**src/rtl/program_sequencer_pkg.sv**
```systemverilog
// ============================================================================
// program_sequencer_pkg : shared state type and default sizing constants
// Rev 1.0
// ============================================================================
`default_nettype none

package program_sequencer_pkg;

    typedef enum logic [2:0] {
        IDLE  = 3'd0,
        START = 3'd1,
        RUN   = 3'd2,
        LOG   = 3'd3,
        DONE  = 3'd4
    } seq_state_t;

    localparam int DEF_NUM_PROGS  = 3;
    localparam int DEF_MAX_CYCLES = 50000;

endpackage

`default_nettype wire

```
**src/rtl/program_sequencer_run_counter.sv**
```systemverilog
// ============================================================================
// run_counter : clearable, enabled up-counter saturating at a limit
// Rev 1.0
// ============================================================================
`default_nettype none

module run_counter #(
    parameter int CNT_BITS = 16
) (
    input  logic                clock,
    input  logic                reset,
    input  logic                clear,
    input  logic                enable,
    input  logic [CNT_BITS-1:0] limit,
    output logic [CNT_BITS-1:0] count,
    output logic                terminal
);

    logic [CNT_BITS-1:0] r_count;

    always_ff @(posedge clock) begin
        if (reset || clear) begin
            r_count <= '0;
        end else if (enable && (r_count != limit)) begin
            r_count <= r_count + CNT_BITS'(1);
        end
    end

    assign count    = r_count;
    assign terminal = (r_count == limit);

endmodule

`default_nettype wire

```
**src/rtl/program_sequencer.sv**
```systemverilog
// ============================================================================
// program_sequencer : runs each stored program on the core, logs cycle counts
// and timeouts, and reports completion to the host with a level handshake.
// Rev 1.0
// ============================================================================
`default_nettype none

module program_sequencer
    import program_sequencer_pkg::*;
#(
    parameter int NUM_PROGS    = DEF_NUM_PROGS,
    parameter int SEL_BITS     = 2,
    parameter int CNT_BITS     = 16,
    parameter int MAX_CYCLES   = DEF_MAX_CYCLES,
    parameter int START_CYCLES = 2
) (
    input  logic                 clock,
    input  logic                 reset,
    input  logic                 host_req,
    output logic                 host_ack,
    output logic                 busy,
    output logic                 core_start,
    input  logic                 core_ack,
    output logic [SEL_BITS-1:0]  prog_sel,
    output logic [CNT_BITS-1:0]  cyc_count,
    input  logic [SEL_BITS-1:0]  rd_sel,
    output logic [CNT_BITS-1:0]  rd_count,
    output logic [NUM_PROGS-1:0] timeout_mask
);

    localparam logic [CNT_BITS-1:0] c_max_count   = CNT_BITS'(MAX_CYCLES);
    localparam logic [CNT_BITS-1:0] c_run_limit   = CNT_BITS'(MAX_CYCLES - 1);
    localparam logic [CNT_BITS-1:0] c_start_limit = CNT_BITS'(START_CYCLES - 1);
    localparam logic [SEL_BITS-1:0] c_last_prog   = SEL_BITS'(NUM_PROGS - 1);

    seq_state_t            r_state, w_state_next;
    logic [SEL_BITS-1:0]   r_prog_sel;
    logic [CNT_BITS-1:0]   r_log [NUM_PROGS];
    logic [NUM_PROGS-1:0]  r_mask;
    logic [CNT_BITS-1:0]   w_start_cnt_unused;
    logic                  w_start_done;
    logic                  w_run_limit;
    logic                  w_log_wr, w_log_to, w_log_clr, w_sel_clr, w_sel_inc;

    run_counter #(.CNT_BITS(CNT_BITS)) u_start_cnt (
        .clock    (clock),
        .reset    (reset),
        .clear    (r_state != START),
        .enable   (r_state == START),
        .limit    (c_start_limit),
        .count    (w_start_cnt_unused),
        .terminal (w_start_done)
    );

    // Cleared on the last START cycle so the first RUN cycle reads zero.
    run_counter #(.CNT_BITS(CNT_BITS)) u_run_cnt (
        .clock    (clock),
        .reset    (reset),
        .clear    ((r_state == START) && w_start_done),
        .enable   ((r_state == RUN) && !core_ack && !w_run_limit),
        .limit    (c_run_limit),
        .count    (cyc_count),
        .terminal (w_run_limit)
    );

    always_ff @(posedge clock) begin
        if (reset) begin
            r_state <= IDLE;
        end else begin
            r_state <= w_state_next;
        end
    end

    always_comb begin
        w_state_next = r_state;
        w_log_wr     = 1'b0;
        w_log_to     = 1'b0;
        w_log_clr    = 1'b0;
        w_sel_clr    = 1'b0;
        w_sel_inc    = 1'b0;
        case (r_state)
            IDLE: begin
                if (host_req) begin
                    w_log_clr    = 1'b1;
                    w_sel_clr    = 1'b1;
                    w_state_next = START;
                end
            end
            START: begin
                if (w_start_done) begin
                    w_state_next = RUN;
                end
            end
            RUN: begin
                // A same-cycle ack beats the limit, so no timeout is logged.
                if (core_ack) begin
                    w_log_wr     = 1'b1;
                    w_state_next = LOG;
                end else if (w_run_limit) begin
                    w_log_wr     = 1'b1;
                    w_log_to     = 1'b1;
                    w_state_next = LOG;
                end
            end
            LOG: begin
                if (r_prog_sel == c_last_prog) begin
                    w_state_next = DONE;
                end else begin
                    w_sel_inc    = 1'b1;
                    w_state_next = START;
                end
            end
            DONE: begin
                if (!host_req) begin
                    w_state_next = IDLE;
                end
            end
            default: w_state_next = IDLE;
        endcase
    end

    always_ff @(posedge clock) begin
        if (reset || w_sel_clr) begin
            r_prog_sel <= '0;
        end else if (w_sel_inc) begin
            r_prog_sel <= r_prog_sel + SEL_BITS'(1);
        end
    end

    always_ff @(posedge clock) begin
        if (reset || w_log_clr) begin
            for (int i = 0; i < NUM_PROGS; i++) begin
                r_log[i] <= '0;
            end
            r_mask <= '0;
        end else if (w_log_wr) begin
            for (int i = 0; i < NUM_PROGS; i++) begin
                if (r_prog_sel == SEL_BITS'(i)) begin
                    r_log[i]  <= w_log_to ? c_max_count : cyc_count;
                    r_mask[i] <= w_log_to;
                end
            end
        end
    end

    always_comb begin
        rd_count = '0;
        for (int i = 0; i < NUM_PROGS; i++) begin
            if (rd_sel == SEL_BITS'(i)) begin
                rd_count = r_log[i];
            end
        end
    end

    assign core_start   = (r_state != RUN);
    assign host_ack     = (r_state == DONE);
    assign busy         = (r_state == START) || (r_state == RUN) || (r_state == LOG);
    assign prog_sel     = r_prog_sel;
    assign timeout_mask = r_mask;

endmodule

`default_nettype wire

```
**config.mk**
```make
export PLATFORM = sky130hd
export DESIGN_NAME = program_sequencer
export DESIGN_NICKNAME = d
export VERILOG_FILES = /design/src/rtl/program_sequencer_pkg.sv /design/src/rtl/program_sequencer_run_counter.sv /design/src/rtl/program_sequencer.sv
export SDC_FILE = /design/constraint.sdc
export NUM_CORES = 1
export LEC_CHECK = 0
export BUFFER_PORTS_ARGS = -buffer_cell sky130_fd_sc_hd__buf_4
export CELL_PAD_IN_SITES_DETAIL_PLACEMENT = 1
export CELL_PAD_IN_SITES_GLOBAL_PLACEMENT = 1
export CORE_ASPECT_RATIO = 0.7
export CORE_MARGIN = 8
export CORE_UTILIZATION = 30
export DETAILED_ROUTE_END_ITERATION = 8
export GPL_TIMING_DRIVEN = 0
export PLACE_DENSITY_LB_ADDON = 0.1
export SLEW_MARGIN = 20
export SYNTH_ARGS = -nofsm -noshare
export SYNTH_HDL_FRONTEND = slang
export SYNTH_SLANG_ARGS = --single-unit
```
**constraint.sdc**
```tcl
create_clock -name clock -period 5.9 [get_ports clock]
set_input_delay 0.295 -clock clock [delete_from_list [all_inputs] [get_ports clock]]
set_output_delay 0.295 -clock clock [all_outputs]
set_load 0.005 [all_outputs]
```
### After elaboration in Yosys (flattened, before gate mapping)

Memory sizes are Yosys's and may differ from the RTL's.
Cells that the tools add are included.

| word-level totals | value |
|---|---|
| register bits after elaboration | 40 |
| bits in writable memories | 48 |
| input port bits | 6 |
| output and inout port bits | 40 |
| logic and storage cells | 88 |
| memories | 1 |

Memory list:

| memory | depth | width | read ports | clocked after Yosys merged registers in | write ports | RTL line | text |
|---|---|---|---|---|---|---|---|
| r_log | 3 | 16 | 3 | 0 | 3 | program_sequencer.sv:38 | `logic [CNT_BITS-1:0] r_log [NUM_PROGS];` |

| cells by class | value |
|---|---|
| add/sub/neg operators | 3 |
| eq/ne operators | 18 |
| multiplexer cells | 37 |
| bitwise gates (word level) | 3 |
| reductions and logical operators | 19 |

Operator list:

| kind | count |
|---|---|
| 2-to-1 mux 16 bit | 7 |
| adder 16 x 1 -> 16 bit, second input constant | 2 |
| 2-to-1 mux 1 bit | 23 |
| 2-to-1 mux 3 bit | 6 |
| equality test 16 x 1 -> 1 bit, second input constant | 1 |
| equality test 16 bit, second input constant | 1 |
| != test 16 x 1 -> 1 bit, second input constant | 1 |
| != test 16 bit, second input constant | 1 |
| one-hot mux 3 bit (5 select lines) | 1 |
| equality test 3 x 2 -> 1 bit, second input constant | 2 |
| != test 2 bit, second input constant | 3 |
| AND reduction 2 bit | 3 |
| logical AND 1 bit | 5 |
| logical OR 1 bit | 5 |
| equality test 2 x 1 -> 1 bit, second input constant | 2 |
| equality test 2 bit, second input constant | 2 |
| zero test 2 bit | 2 |
| AND reduction 4 bit | 1 |
| equality test 3 x 1 -> 1 bit, second input constant | 1 |
| equality test 3 bit, second input constant | 1 |
| zero test 3 bit | 1 |
| != test 3 x 1 -> 1 bit, second input constant | 1 |
| != test 3 x 2 -> 1 bit, second input constant | 1 |
| != test 3 bit, second input constant | 1 |
| 3 further kinds | 6 |

### Longest topological paths before layout

Gate-level depths: netlist of run 1.

| depth | value |
|---|---|
| depth in word-level cells | 8 |
| depth in mapped cells | 7 |
| gate-level depth less buffers | 6 |

### Modules after synthesis

Synthesis of run 1 repeated with hierarchy kept, for this count alone.

| unflattened totals | value |
|---|---|
| cell total of the unflattened synthesis | 438 |
| area total of the unflattened synthesis | 4,429.2 um^2 |

Modules (own cells, without submodules):

| module | instances | cells an instance | area each (um^2) | sequential area each (um^2) |
|---|---|---|---|---|
| program_sequencer | 1 | 200 | 2,437.3 | 1,601.5 |
| run_counter | 2 | 119 | 996.0 | 320.3 |

### Least setup slack after synthesis of run 1

No wires, ideal clock.

| timing | value |
|---|---|
| path type | register to register |
| start point | register u_run_cnt.r_count[5] (netlist: u_run_cnt.count[5]) |
| end point | memory r_log[0][0], enable pin |
| setup time | 0.367 ns |
| arrival | 2.129 ns |
| required time | 5.533 ns |
| path slack | 3.405 ns |
| stages on the path, launching flop included | 6 |
| cell sequence | dfxtp_1 > or4b_2 > nor4_2 > buf_4 > o21a_1 > a21o_1 |

RTL lines:

| what | RTL line | text |
|---|---|---|
| from (decl) | program_sequencer_run_counter.sv:19 | `logic [CNT_BITS-1:0] r_count;` |
| from (signal assigned) | program_sequencer_run_counter.sv:25 | `r_count <= r_count + CNT_BITS'(1);` |
| to (decl) | program_sequencer.sv:38 |  |

==> results.tsv, run 1 <==
stage	metric	value	unit
outcome	run status	finished, final reports clean	
clock_network	post_cts resized	0	
logic_synthesis	Post-synth EDFFs	48	
logic_synthesis	Yosys warning count	0	
logic_synthesis	Post-Synthesis Net Count	375	
placed_design	Buffers on Ports	43	
grt	pin count of the biggest net entering global routing	17	
logic_synthesis	proportion of synthesized area in mux cells	0.0435	
grt	wire length of the first global-routing pass	16.5	mm
clock_network	Bufs on Longest Clock Path	2	
pwr	areal power density over the cells	280	nW/um^2
timing	total negative slack	0	ps
worst_setup_path	Worst Reg2Reg Path Length in Cells	5	
logic_synthesis	sequential area share after synthesis	0.573	
worst_setup_path	maximum fanout along the worst path	16	
logic_synthesis	unique cell type count in the Yosys netlist	46	
worst_hold_path	instance count along the most critical hold path	2	
grt	overall overflow remaining after global route	0	
placed_design	placed cell count	572	
route	via count normalized by instance count	5.05	
placed_design	Final Wtd Congestion	0.724	
logic_synthesis	FFs w/ async S/R, synth	0	
logic_synthesis	Post-Synthesis Cell Area	3920	sq um
final_layout	area added between synthesis and finish	21.4	%
floorplan	initial core utilization	0.302	
clock_network	Skew-Pair Late Insertion Delay	340	ps
final_layout	antenna diode count	0	
clock_network	clk slew on worst S/H paths	60	ps
timing	final critical path time including I/O delays and setup	3050	ps
worst_setup_path	critical path cell sequence	or4b_2 -> nor4_2 -> buf_4 -> o21a_1 -> a21o_1	
route	WL per Instance	17.0	um
pwr	proportion of power drawn by combinational gates	0.058	
logic_synthesis	dominant combinational cell family by area after synthesis	simple AND/OR/NAND/NOR gates	
pwr	clock share of power	0.434	
clock_network	TritonCTS sink count	88	
logic_synthesis	post-synth top area share	0.368	
worst_setup_path	worst flop-to-flop path startpoint	u_run_cnt.count[5]$_SDFFE_PP0P_	
pwr	share of power burned in registers	0.508	
floorplan	Total Die Area	17000	sq um
logic_synthesis	parity-gate share of the synthesized area counting xor and xnor cells	0.0201	
logic_synthesis	simple-gate share of the synthesized area	0.190	
worst_setup_path	critical path's slowest cell	or4b_2	
route	DRT Pass-1 Iters	4	
route	via count	2968	
timing	Final Hold Violating Endpoints	0	
floorplan	total number of placement rows	35	
clock_network	CTS tree	done	
timing	post-route clock skew	8.56	ps
timing	final period utilization	0.518	
worst_hold_path	class of the tightest hold or removal check	input port to flip-flop	
floorplan	floorplan die height	112	um
grt	overall track demand over capacity in global routing	0.121	
final_layout	Total Nets Final	429	
timing	Final Setup Violations	0	
logic_synthesis	complex-gate fraction of the synthesized area	0.123	
timing	slew of the pin with the lowest slew margin	802	ps
pwr	Switching Share	0.222	
pwr	peak supply drop	0.137	mV
logic_synthesis	synthesized instance count	363	
route	total DRC errors in the routed layout	0	
floorplan	io pins	46	
pwr	leakage power	1.70	nW
final_layout	final core utilization	0.367	
timing	highest achievable clock rate	327	MHz
logic_synthesis	post-synthesis register bit count	88	
logic_synthesis	average size of a mapped cell	10.8	sq um
worst_setup_path	required time at the worst-slack endpoint	5860	ps
worst_setup_path	Reg2Reg Capture Point	r_log[0][25]$_DFFE_PP_	
floorplan	placeable core area	13000	sq um
worst_setup_path	startpoint type of the worst setup path	flip-flop	
clock_network	CTS Buf Count	9	
timing	unrepaired setup endpoints after global routing	no	
timing	count of final max-slew check failures	0	
logic_synthesis	area leader, netlist	edfxtp_1	
clock_network	Clock H-tree levels	3	
timing	hold slack final	171	ps
worst_setup_path	Reg2Reg Setup Slack	2850	ps
logic_synthesis	top cells by instance count after synthesis	48 x edfxtp_1, 40 x dfxtp_1, 34 x o21ai_0	
clock_network	number of buffers added to fix hold violations after cts	0	
worst_hold_path	Worst Hold End	r_state[1]$_SDFFE_PP0P_	
pwr	internal power	1.03	mW
pwr	net switching power	0.295	mW
route	starting DRC count in detailed routing	129	
worst_hold_path	hold path startpoint	reset	
clock_network	setup fix buffers added after clock tree synthesis	0	
route	wire length reported by the detailed router	10.0	mm
timing	relative slew slack	0.465	
final_layout	layout cell share with drive strength beyond 1	0.166	
route	number of nets still failing antenna checks after routing	0	
grt	vias in the first global route	3077	
logic_synthesis	share of synthesized cell area in full adder, half adder and majority cells	0.0192	
worst_setup_path	Critical Path Max Stage Delay	700	ps
placed_design	dpl hpwl	7.17	mm
worst_setup_path	worst endpoint data arrival time	3020	ps
clock_network	clock tree root buffer cell	clkbuf_16	
final_layout	Cell Count, Final, Fillers Out	588	
grt	number of antenna violations at the first check in global routing	0	
worst_setup_path	sort of element at the end of the critical path	flip-flop	
logic_synthesis	most area-consuming cells after synthesis	edfxtp_1 37%, dfxtp_1 20%, mux2i_1 4.3%	
final_layout	final-layout fill cell count	1468	
worst_setup_path	Setup Crit Path Kind	flip-flop to flip-flop	
floorplan	die boundary width	153	um
logic_synthesis	Main synth FF type	edfxtp_1	
flow_run	Max Cap Viol	0	
logic_synthesis	leading cell type by number of instances after synthesis	edfxtp_1	
[per-layer routing]
layer,part of all wire,up-vias,global-route usage
met4,0.014,0,0.0407
met5,0,-,0
met3,0.029,12,0.0329
met1,0.53,1447,0.166
met2,0.42,43,0.181
li1,-,1466,-
[how the worst max path moves through the flow]
stage / depth (start not counted) / endpoint / start / slack, ps
floorplan: 5 / r_log[0][0]$_DFFE_PP_ / u_run_cnt.count[5]$_SDFFE_PP0P_ / 3400
global placement: 5 / r_log[0][42]$_DFFE_PP_ / u_run_cnt.count[5]$_SDFFE_PP0P_ / 2860
detailed placement: 5 / r_log[0][42]$_DFFE_PP_ / u_run_cnt.count[5]$_SDFFE_PP0P_ / 2800
CTS: 5 / r_log[0][41]$_DFFE_PP_ / u_run_cnt.count[5]$_SDFFE_PP0P_ / 2790
global route: 5 / r_log[0][41]$_DFFE_PP_ / u_run_cnt.count[5]$_SDFFE_PP0P_ / 2670
finish: 5 / r_log[0][25]$_DFFE_PP_ / u_run_cnt.count[5]$_SDFFE_PP0P_ / 2850
[critical path: cells and delay by family (launching register included)]
family	cells	cell delay (ps)
AO/OA/AOI/OAI	2	830
AND/OR/NAND/NOR	2	1190
buffers and inverters	1	270
flip-flops	1	390
[cells in the final DEF (no fill, tap or decap), types with 2 or more instances in the layout]
cell and count:
buf_4 44, xnor2_1 8, nand3b_1 2, nor2_1 15
a311oi_1 4, nand4_1 9, and4_1 4, nand2b_1 2
and3_1 2, or3_1 14, nor4_1 3, nand2_1 25
dfxtp_1 40, a21o_1 3, ha_1 6, o31ai_1 6
a21oi_1 26, mux2i_1 17, edfxtp_1 48, clkbuf_1 14
buf_2 2, clkbuf_16 10, a31oi_1 3, and2_1 15
a211oi_1 2, inv_1 12, nand3_1 10, clkbuf_8 2
nor4b_1 2, or4_1 9, o21ai_0 34, nor3_1 9
[flip-flops by register name (all words and copies together) (netlist names)]
signal,flops
prog_sel,2
r_log,48
r_state,3
timeout_mask,3
u_run_cnt.count,16
u_start_cnt.count,16
[cell families after synthesis]
group | Yosys count
buf+inv | 30
fa+ha+maj | 6
simple gates | 130
xor+xnor | 9
flops | 88
mux | 17
compound gates | 83
[power groups by stage]
stage	Sequential, mW	Clock [mW]	Combinational, mW
6_report	0.675	0.577	0.0774
5_1_grt	0.677	0.615	0.0870
4_1_cts	0.675	0.597	0.0804
3_5_place_dp	0.689	0	0.0801
3_3_place_gp	0.688	0	0.0793
2_1_floorplan	0.686	0	0.0445
[final cells by class]
type,instances,area (sq um),area share
buffer,18,81.3,0.0171
sequential,88,2240,0.471
inverter,12,45.0,0.00947
clock inverter,4,31.3,0.00658
timing repair buffer,43,323,0.0679
multi-input combinational,245,1550,0.325
tap,166,208,0.0437
clock buffer,12,278,0.0584
[per-stage QoR]
step / power [mW] / instance area, sq um / setup WS, ps
2_1_floorplan: 0.731 / 3920 / 3400
3_3_place_gp: 0.767 / 4450 / 2860
3_5_place_dp: 0.769 / 4450 / 2800
4_1_cts: 1.35 / 4760 / 2790
5_1_grt: 1.38 / 4760 / 2670
6_report: 1.33 / 4760 / 2850
No activity file was read; power rests on OpenSTA's default activity.
==> inputs of run 2 (changes only) <==
- ABC_AREA: unset -> 1
- clock period: 5.9 -> 2.8 ns (I/O delays scaled with it)
==> run 2 against run 1 <==
Compared with the run above:
- synthesized cell count is 50% higher
- sequential share of layout area shrank 4.1 points
- via count rose by 26%
- fmax grew 21%
- total power rose by 120%
- clock skew decreased by 2.2 ps
- sequential power up 120%
- largest cell class unchanged
==> results.tsv, run 2 <==
stage	metric	value	unit	change
outcome	run status	finished, final reports clean		
route	via count	3744		+26%
floorplan	placeable core area	14000	sq um	+8.1%
logic_synthesis	Post-synth EDFFs	48		unchanged
logic_synthesis	FFs w/ async S/R, synth	0		unchanged
flow_run	Max Cap Viol	0		unchanged
clock_network	Bufs on Longest Clock Path	2		unchanged
placed_design	total cell area at the placement stage	4900	sq um	+10%
timing	Final Hold Violating Endpoints	0		unchanged
logic_synthesis	area leader, netlist	edfxtp_1		
worst_setup_path	required time at the worst-slack endpoint	2780	ps	-3080 ps
timing	highest achievable clock rate	396	MHz	+21%
final_layout	Post-Layout Inst Area	5210	sq um	+9.5%
logic_synthesis	post-synth top area share	0.333		-0.0349
route	DRT Pass-1 Iters	4		unchanged
floorplan	Total Die Area	18600	sq um	+9.1%
floorplan	initial core utilization	0.309		+0.00674
timing	smallest setup slack after layout	273	ps	-2570 ps
logic_synthesis	most area-consuming cells after synthesis	edfxtp_1 33%, dfxtp_1 19%, nand2_1 16%		
route	number of nets still failing antenna checks after routing	0		unchanged
logic_synthesis	Post-Synthesis Net Count	556		+48%
route	total DRC errors in the routed layout	0		unchanged
timing	final period utilization	0.902		+0.385
pwr	areal power density over the cells	564	nW/um^2	+100%
final_layout	layout cell share with drive strength beyond 1	0.135		-0.0306
worst_hold_path	instance count along the most critical hold path	3		+1
timing	post-route clock skew	6.38	ps	-2.18 ps
floorplan	floorplan die height	116	um	+4.4%
logic_synthesis	post-synthesis register bit count	88		unchanged
timing	relative slew slack	0.467		+0.00123
logic_synthesis	complex-gate fraction of the synthesized area	0.0781		-0.0446
pwr	peak supply drop	0.302	mV	+120%
worst_setup_path	worst endpoint data arrival time	2510	ps	-510 ps
placed_design	Setup WS pre-CTS	218	ps	-2580 ps
timing	count of final max-slew check failures	0		unchanged
placed_design	Final Wtd Congestion	0.795		+9.8%
logic_synthesis	unique cell type count in the Yosys netlist	32		-30%
final_layout	Total Nets Final	613		+43%
worst_setup_path	cell count along the critical path	9		+4
worst_hold_path	class of the tightest hold or removal check	input port to flip-flop		
worst_setup_path	sort of element at the end of the critical path	flip-flop		
clock_network	clock tree root buffer cell	clkbuf_16		
worst_setup_path	cell family with most CP delay	simple AND/OR/NAND/NOR gates		
logic_synthesis	Post-Synthesis Cell Area	4330	sq um	+10%
logic_synthesis	Main synth FF type	edfxtp_1		
grt	wire length of the first global-routing pass	20.8	mm	+26%
grt	vias in the first global route	3836		+25%
logic_synthesis	proportion of synthesized area in mux cells	0		-0.0435
timing	slew of the pin with the lowest slew margin	798	ps	-3.78 ps
pwr	total power draw	2.94	mW	+120%
logic_synthesis	leading cell type by number of instances after synthesis	nand2_1		
clock_network	Clock H-tree levels	3		unchanged
logic_synthesis	synthesized instance count	544		+50%
final_layout	antenna diode count	0		unchanged
worst_setup_path	Worst Reg2Reg Path Length in Cells	9		+4
grt	number of antenna violations at the first check in global routing	0		unchanged
logic_synthesis	Yosys warning count	0		unchanged
logic_synthesis	dominant combinational cell family by area after synthesis	simple AND/OR/NAND/NOR gates		
worst_setup_path	Reg2Reg Setup Slack	270	ps	-2570 ps
route	via count normalized by instance count	4.70		-6.8%
logic_synthesis	simple-gate share of the synthesized area	0.302		+0.112
worst_setup_path	startpoint type of the worst setup path	flip-flop		
clock_network	CTS tree	done		
grt	pin count of the biggest net entering global routing	19		+2
timing	Final Setup Violations	0		unchanged
logic_synthesis	share of synthesized cell area in full adder, half adder and majority cells	0.0174		-0.00182
placed_design	Buffers on Ports	45		+4.7%
logic_synthesis	top cells by instance count after synthesis	183 x nand2_1, 65 x nor2_1, 48 x edfxtp_1		
worst_setup_path	critical path cell sequence	ha_1 -> nand2_1 -> inv_2 -> nand2_1 -> nor2_1 -> nand2_1 -> nand2_1 -> nand3_1 -> nand2_1		
placed_design	placed cell count	779		+36%
worst_setup_path	critical path's slowest cell	nand2_1		
final_layout	leading cell types in the layout, fill and taps excluded	182 x nand2_1, 65 x nor2_1, 48 x edfxtp_1, 47 x nand3_1, 46 x buf_4		
floorplan	total number of placement rows	36		+2.9%
clock_network	clk slew on worst S/H paths	70	ps	about the same
logic_synthesis	average size of a mapped cell	7.95	sq um	-26%
clock_network	TritonCTS sink count	88		unchanged
route	WL per Instance	15.9	um	-6.9%
route	starting DRC count in detailed routing	201		+56%
floorplan	die boundary width	160	um	+4.6%
floorplan	io pins	46		unchanged
worst_setup_path	maximum fanout along the worst path	16		unchanged
worst_setup_path	combined buffer and inverter count along the critical path	1		unchanged
timing	hold slack final	110	ps	-61.1 ps
logic_synthesis	sequential area share after synthesis	0.518		-0.0543
pwr	leakage power	2.05	nW	+21%
worst_setup_path	Setup Crit Path Kind	flip-flop to flip-flop		
grt	overall overflow remaining after global route	0		unchanged
final_layout	final core utilization	0.372		+0.00485
worst_setup_path	Most Frequent Cell on Critical Path	nand2_1		
timing	final critical path time including I/O delays and setup	2530	ps	-527 ps
final_layout	leading cell type in the layout, fill and taps excluded	nand2_1		
final_layout	Most flops, register	r_log		
timing	total negative slack	0	ps	unchanged
timing	unrepaired setup endpoints after global routing	no		
final_layout	area added between synthesis and finish	20.4	%	
logic_synthesis	parity-gate share of the synthesized area counting xor and xnor cells	0.0263		+0.00619
grt	overall track demand over capacity in global routing	0.144		+0.0230
final_layout	Cell Count, Final, Fillers Out	796		+35%
clock_network	CTS Buf Count	9		unchanged
clock_network	Skew-Pair Late Insertion Delay	350	ps	about the same
final_layout	number of flip-flops in the largest register	48		unchanged
worst_setup_path	Critical Path Max Stage Delay	620	ps	-80 ps
route	wire length reported by the detailed router	12.6	mm	+26%
placed_design	dpl hpwl	9.62	mm	+34%
[run 2: cell count changes in the layout (fill, tap and decap cells not counted), moves of 10 or more]
cell,change
nor2_1,+50
and2_1,-15
nand2_1,+157
or3_1,-14
o21ai_0,-24
inv_1,+29
clkbuf_1,-10
a21oi_1,+18
mux2i_1,-17
nand3_1,+37
xor2_1,+10
[run 2: worst paths after layout]
kind | endpoint | startpoint
hold / removal | r_state[2]$_SDFFE_PP0P_ | host_req
setup / recovery | r_log[0][35]$_DFFE_PP_ | u_run_cnt.count[1]$_SDFFE_PP0P_
setup reg to reg | r_log[0][35]$_DFFE_PP_ | u_run_cnt.count[1]$_SDFFE_PP0P_
hold reg to reg | timeout_mask[1]$_SDFFE_PP0P_ | timeout_mask[1]$_SDFFE_PP0P_
[run 2: final cells by class]
type,instances,area (sq um)
Fill cell,1719,8800
Sequential cell,88,2240
Multi-Input combinational cell,397,1840
Timing Repair Buffer,46,348
Tap cell,190,238
Clock buffer,9,225
Inverter,44,165
Buffer,15,85.1
Clock inverter,7,67.6
[run 2: kinds of logic after synthesis]
kind of cell               Yosys count
and+or+nand+nor                    315
DFF                                 88
AOI/OAI and AO/OA                   63
buffers and inverters               59
xor gates and xnor gates            13
adders and majority gates            6
[run 2: power breakdown]
group	total, mW	switching (mW)	internal [mW]	leakage [nW]
clock	1.20	0.571	0.630	0.143
sequential	1.47	0.0291	1.44	0.844
combinational	0.273	0.185	0.0874	1.07
[run 2: layer usage]
layer | wire [um] | vias to the layer above | track usage
li1 | - | 1897 | -
met1 | 6790 | 1768 | 0.210
met2 | 5180 | 67 | 0.207
met3 | 526 | 12 | 0.0377
met4 | 125 | 0 | 0.0376
met5 | 0 | - | 0
[run 2: worst register-to-register path, stage by stage (launching register included)]
cell	delay, ps
dfxtp_1	490
ha_1	300
nand2_1	110
inv_2	100
nand2_1	70
nor2_1	100
nand2_1	60
nand2_1	160
nand3_1	140
nand2_1	620
[run 2: what timing repair did]
item,in CTS,in global routing
gates resized for setup,0,1
hold endpoints to repair,3,0
endpoints found under the setup margin,0,16
buffers inserted,0,0
hold buffers,1,0
